--- config.mk ---
export PLATFORM = sky130hd
export DESIGN_NAME = gshare_pht
export DESIGN_NICKNAME = d
export VERILOG_FILES = /design/src/rtl/gshare_pkg.sv /design/src/rtl/gshare_pht_sat_cnt2.sv /design/src/rtl/gshare_pht.sv
export SDC_FILE = /design/constraint.sdc
export NUM_CORES = 2
export LEC_CHECK = 0
export CAP_MARGIN = 20
export CELL_PAD_IN_SITES_DETAIL_PLACEMENT = 1
export CELL_PAD_IN_SITES_GLOBAL_PLACEMENT = 2
export CORE_AREA = 2 2 456 458
export DETAILED_ROUTE_END_ITERATION = 10
export DIE_AREA = 0 0 458 460
export HOLD_SLACK_MARGIN = 0.05
export PLACE_DENSITY_LB_ADDON = 0.1
export SYNTH_ARGS = -nofsm -noshare
export SYNTH_HDL_FRONTEND = slang
export SYNTH_SLANG_ARGS = --single-unit
--- constraint.sdc ---
create_clock -name i_clk -period 90.5 [get_ports i_clk]
set_clock_uncertainty 0.15 [all_clocks]
set_input_delay 18.1 -clock i_clk [delete_from_list [all_inputs] [get_ports i_clk]]
set_output_delay 18.1 -clock i_clk [all_outputs]
set_load 0.02 [all_outputs]
--- src/rtl/gshare_pkg.sv ---
// Shared types and constants for the gshare pattern history table.
package gshare_pkg;

  localparam int PHT_IDX_W = 10;

  typedef logic [1:0] pht_cnt_t;

  typedef enum logic {
    INIT = 1'b0,
    RUN  = 1'b1
  } pht_state_e;

  localparam pht_cnt_t PHT_WNT = 2'b01;

endpackage

--- src/rtl/gshare_pht_sat_cnt2.sv ---
// 2-bit saturating counter next-value logic (purely combinational).
module sat_cnt2
  import gshare_pkg::*;
(
  input  pht_cnt_t cnt,
  input  logic     taken,
  output pht_cnt_t cnt_nxt
);

  always_comb begin
    cnt_nxt = cnt;
    if (taken) begin
      if (cnt != 2'b11) cnt_nxt = cnt + 2'b01;
    end else begin
      if (cnt != 2'b00) cnt_nxt = cnt - 2'b01;
    end
  end

endmodule

--- src/rtl/gshare_pht.sv ---
// Gshare PHT: PC^GHR indexed 2-bit counters with a self-initialising sweep after reset.
// Optional same-cycle update forwarding into the prediction: define GSHARE_PHT_BYPASS_EN.
//
// state | meaning
// INIT  | sweeping init_ptr over the table writing INIT_CNT; updates dropped, prediction 0
// RUN   | normal lookup and update; terminal until reset
module gshare_pht
  import gshare_pkg::*;
#(
  parameter int       IDX_W    = PHT_IDX_W,
  parameter pht_cnt_t INIT_CNT = PHT_WNT
) (
  input  logic             i_clk,
  input  logic             i_reset,
  input  logic [31:0]      i_pc_f,
  input  logic [IDX_W-1:0] i_ghr_f,
  output logic             o_pred_taken,
  output logic [IDX_W-1:0] o_pht_idx_f,
  input  logic             i_upd_valid,
  input  logic [IDX_W-1:0] i_upd_idx,
  input  logic             i_upd_taken,
  output logic             o_init_busy
);

  localparam int DEPTH = 1 << IDX_W;

  pht_cnt_t         pht [DEPTH];
  pht_state_e       state, state_nxt;
  logic [IDX_W-1:0] init_ptr, init_ptr_nxt;
  logic [IDX_W-1:0] lookup_idx, wr_idx;
  logic             wr_en;
  pht_cnt_t         wr_data, lookup_cnt, upd_cnt, upd_nxt;
  logic             unused_pc;

  assign unused_pc   = ^{i_pc_f[31:IDX_W+2], i_pc_f[1:0]};

  assign lookup_idx  = i_pc_f[IDX_W+1:2] ^ i_ghr_f;
  assign o_pht_idx_f = lookup_idx;
  assign lookup_cnt  = pht[lookup_idx];
  assign upd_cnt     = pht[i_upd_idx];

  // One incrementer serves both the committed write and the forwarded prediction.
  sat_cnt2 u_sat_cnt2 (
    .cnt     (upd_cnt),
    .taken   (i_upd_taken),
    .cnt_nxt (upd_nxt)
  );

  always_ff @(posedge i_clk or posedge i_reset) begin
    if (i_reset) begin
      state    <= INIT;
      init_ptr <= '0;
    end else begin
      state    <= state_nxt;
      init_ptr <= init_ptr_nxt;
    end
  end

  // Array has no reset so it maps onto distributed RAM; the INIT sweep fills it.
  always_ff @(posedge i_clk) begin
    if (wr_en) pht[wr_idx] <= wr_data;
  end

  always_comb begin
    state_nxt    = state;
    init_ptr_nxt = init_ptr;
    wr_en        = 1'b0;
    wr_idx       = i_upd_idx;
    wr_data      = upd_nxt;
    o_init_busy  = 1'b0;
    o_pred_taken = 1'b0;
    case (state)
      INIT: begin
        o_init_busy  = 1'b1;
        wr_en        = 1'b1;
        wr_idx       = init_ptr;
        wr_data      = INIT_CNT;
        init_ptr_nxt = init_ptr + 1'b1;
        if (&init_ptr) state_nxt = RUN;
      end
      RUN: begin
        wr_en        = i_upd_valid;
        o_pred_taken = lookup_cnt[1];
`ifdef GSHARE_PHT_BYPASS_EN
        if (i_upd_valid && (i_upd_idx == lookup_idx)) o_pred_taken = upd_nxt[1];
`endif
      end
      default: state_nxt = INIT;
    endcase
  end

endmodule

==> reports/results.ini <==
[setup_path]
cpPeakStageDelay_ns=0.88
cp-end-kind=output pin
worst-endpoint-arrival_ns=24.73
critical_path.max_fanout=50
startpoint_type=input pin
cp.required_ns=72.25
cp_cell_sequence=clkdlybuf4s50_1 -> xor2_4 -> buf_4 -> buf_4 -> buf_4 -> buf_4 -> mux4_2 -> mux4_2 -> mux4_2 -> a22oi_1 -> a32oi_1 -> and4_1 -> clkdlybuf4s50_1
critical-path-slowest-cell=buf_4
cpMostUsedCell=buf_4
critPathKind=input pin to output pin

[global_route]
grt_max_degree=256
antenna_found_initial=20
number_of_global_route_vias_before_repair=56050
grt_pass1_wl_um=446500
total_overflow_reported_by_the_global_router=0
overall_fraction_of_global_route_tracks_in_use_pct=30.49

[synth]
syn-instance-count=5382
synthesis.area_sq_um=92260
syn_area_per_cell_sq_um=17.14
yosys_warnings=0
ys_seq_area_share_pct=66.96
synth_area_in_compound_gates_pct=3.231
synth_top_family_by_area=multiplexers
synth.area.mux_share_pct=20.97
synth_xor_xnor_area_share_pct=0.1804
number_of_enable_type_register_cells_in_the_synthesized_netlist=2048
synthSimpleGateAreaFrac_pct=6.179
synth-async-reset-ratio_pct=0.5342
syn_nets=5439
synth_fa_ha_area_share_pct=0.01356
synth_top_flop_cell=edfxtp_1
ys_seq_elements=2059
number_of_unique_standard_cell_types_used_by_synthesis=67

[cells_and_area]
area_delta_synth_final_pct=11.66
layout-drive-gt1-share_pct=23.88
fin_nets=5389
mostFrequentLayoutCell=edfxtp_1
post-route-cell-area_sq_um=103000
most-common-layout-cells=edfxtp_1 (2048), nor2_1 (1061), mux4_2 (749)

[detailed_routing]
ant_nets=0
route.detailed.drc=0
detail_route.wirelength_um=321100
via_count=54850
avgViaCountPerCell=6.664
routedWlPerCell_um=39.02
drt_pre_antenna_iters=5
drt_first_iter_violations=7286

[power]
leakage_nw=32.22
internal_power_mw=1.599
power_frac_comb_pct=6.7
pwr-share-seq_pct=49.9
clock_power_share_pct=43.4
net-switching-power_mw=0.4705
swShare_pct=22.73
power_per_standard_cell_area_nw_per_um2=20.09
ir_drop_uv=21.98
p_total_mw=2.070

[run]
maxCapViolCount=0

[placement]
placedInstanceArea_sq_um=95880
finalWeightedCongestion=0.8224
port-buffer-count=45
preCtsSetupSlack_ns=47.52
sum_of_net_half_perimeters_after_detailed_placement_um=182000

[floorplanning]
num_io_pins=68
coreArea_sq_um=206000
std_cell_rows=167
design.die.area_sq_um=210700
width_of_the_chip_um=458
die_height_um=460
initial_core_util_pct=44.78

[timing]
timing_hold_violations_final=0
layout_worst_path_cycle_share_pct=47.49
maxSlewViolCount=0
worst_pin_slew_ns=1.237
fin_ws_ns=47.52
setup-violations-final=0
rsz0062_at_grt=false
max_slew_margin_pct=17.53
tns_ns=0
layout_min_cycle_time_ns=42.98
max_freq_ghz=0.02327

[clock_network]
post_cts_resized=0
tritoncts.num_buffers=218
cts_sinks=2059
cts_root_buffer=clkbuf_16
worstSkewPairLatency_ns=0.88
clkTransAtPathRegs_ns=0.06
post_cts.repair.setup_buffers=0
cts_tree=done
cts_max_path_buffers=3
count_of_h_tree_levels_built_during_cts=4
hold_buffers=0

[min_path]
worstHoldPathType=flip-flop to flip-flop

[run_status]
outcome=completed

## per-stage QoR
step / hold slack (ns) / std cells / utilization (%)
global route: 0.4184 / 8222 / 49.99
global placement: 0.3825 / 7796 / 46.34
floorplan: 0.3288 / 5382 / -
detailed placement: 0.3748 / 7813 / 46.54
CTS: 0.3851 / 8217 / 49.95
finish: 0.3909 / 8230 / 50.00
## cells by family (layout without fill, tap and decap cells)
family	after synthesis	count (layout)
flops	2059	2059
simple gates	1413	1413
mux	994	994
buf+inv	494	628
compound gates	402	402
xor+xnor	19	19
fa+ha+maj	1	1
other cells	0	10
## synthesized netlist by cell type, types with 11 or more instances
cell,instances,area [sq um]
edfxtp_1,2048,61500
nor2_1,1067,4005
mux4_2,749,16870
clkbuf_1,304,1141
mux2i_1,224,2242
nand2_1,152,570.6
o221ai_1,86,753.2
a22oi_1,82,615.6
buf_2,77,385.4
nor3_1,57,285.3
a21oi_1,55,275.3
buf_4,48,360.4
nand3_1,36,180.2
o22ai_1,33,206.5
buf_1,28,105.1
nand4_1,26,162.7
o21ai_0,25,125.1
mux2_2,21,236.5
a31oi_1,19,118.9
buf_6,19,214.0
inv_1,14,52.55
or3_1,14,87.58
a22o_1,13,113.9
dfrtp_1,11,275.3
xnor2_1,11,96.34
## registers in the layout (all words and copies together), names as in the netlist
signal,count
state,1
init_ptr,10
pht,2048
## metal layers
| layer | routed length, um | track usage (%) | up-vias |
|---|---|---|---|
| met3 | 26780 | 5.146 | 467 |
| met4 | 9034 | 8.728 | 8 |
| met5 | 51 | 0 | - |
| met2 | 154700 | 48.80 | 2645 |
| li1 | - | - | 21600 |
| met1 | 130600 | 43.25 | 30130 |
## critical path: cells and delay by family
family	cells	cell delay [ns]
mux	3	1.54
xor+xnor	1	0.15
simple gates	1	0.38
compound gates	2	0.29
buf+inv	6	4.15
## power groups by stage
stage	logic, mW	registers [mW]	clock network, mW
6_report	0.139	1.03	0.899
5_1_grt	0.143	1.03	0.940
4_1_cts	0.139	1.03	0.907
3_5_place_dp	0.139	1.05	0
3_3_place_gp	0.138	1.05	0
2_1_floorplan	0.0854	1.05	0
## area by class of cell
cell class | instances | area (sq um)
multi-input cells | 2829 | 28620
clock buffers | 274 | 5836
diodes | 10 | 25.02
flip-flops and latches | 2059 | 61770
clock inverters | 130 | 1192
repair buffers | 207 | 2115
inverters | 17 | 70.07
fillers | 18820 | 103000
well taps | 2704 | 3383
## worst paths after layout
check                                  from      endpoint  slack [ns]  depth (start not counted)
max in group asynchronous           i_reset         state       72.35                          2
worst max register to register  pht[999][0]    pht[13][0]       83.84                         12
min in group asynchronous           i_reset   init_ptr[2]       17.52                          2
worst min-delay path            init_ptr[9]   init_ptr[9]        0.39                          1
worst max-delay path              i_pc_f[3]  o_pred_taken       47.52                         13
worst min register to register  init_ptr[9]   init_ptr[9]        0.39                          1
No activity file was read; power rests on OpenSTA's default activity.
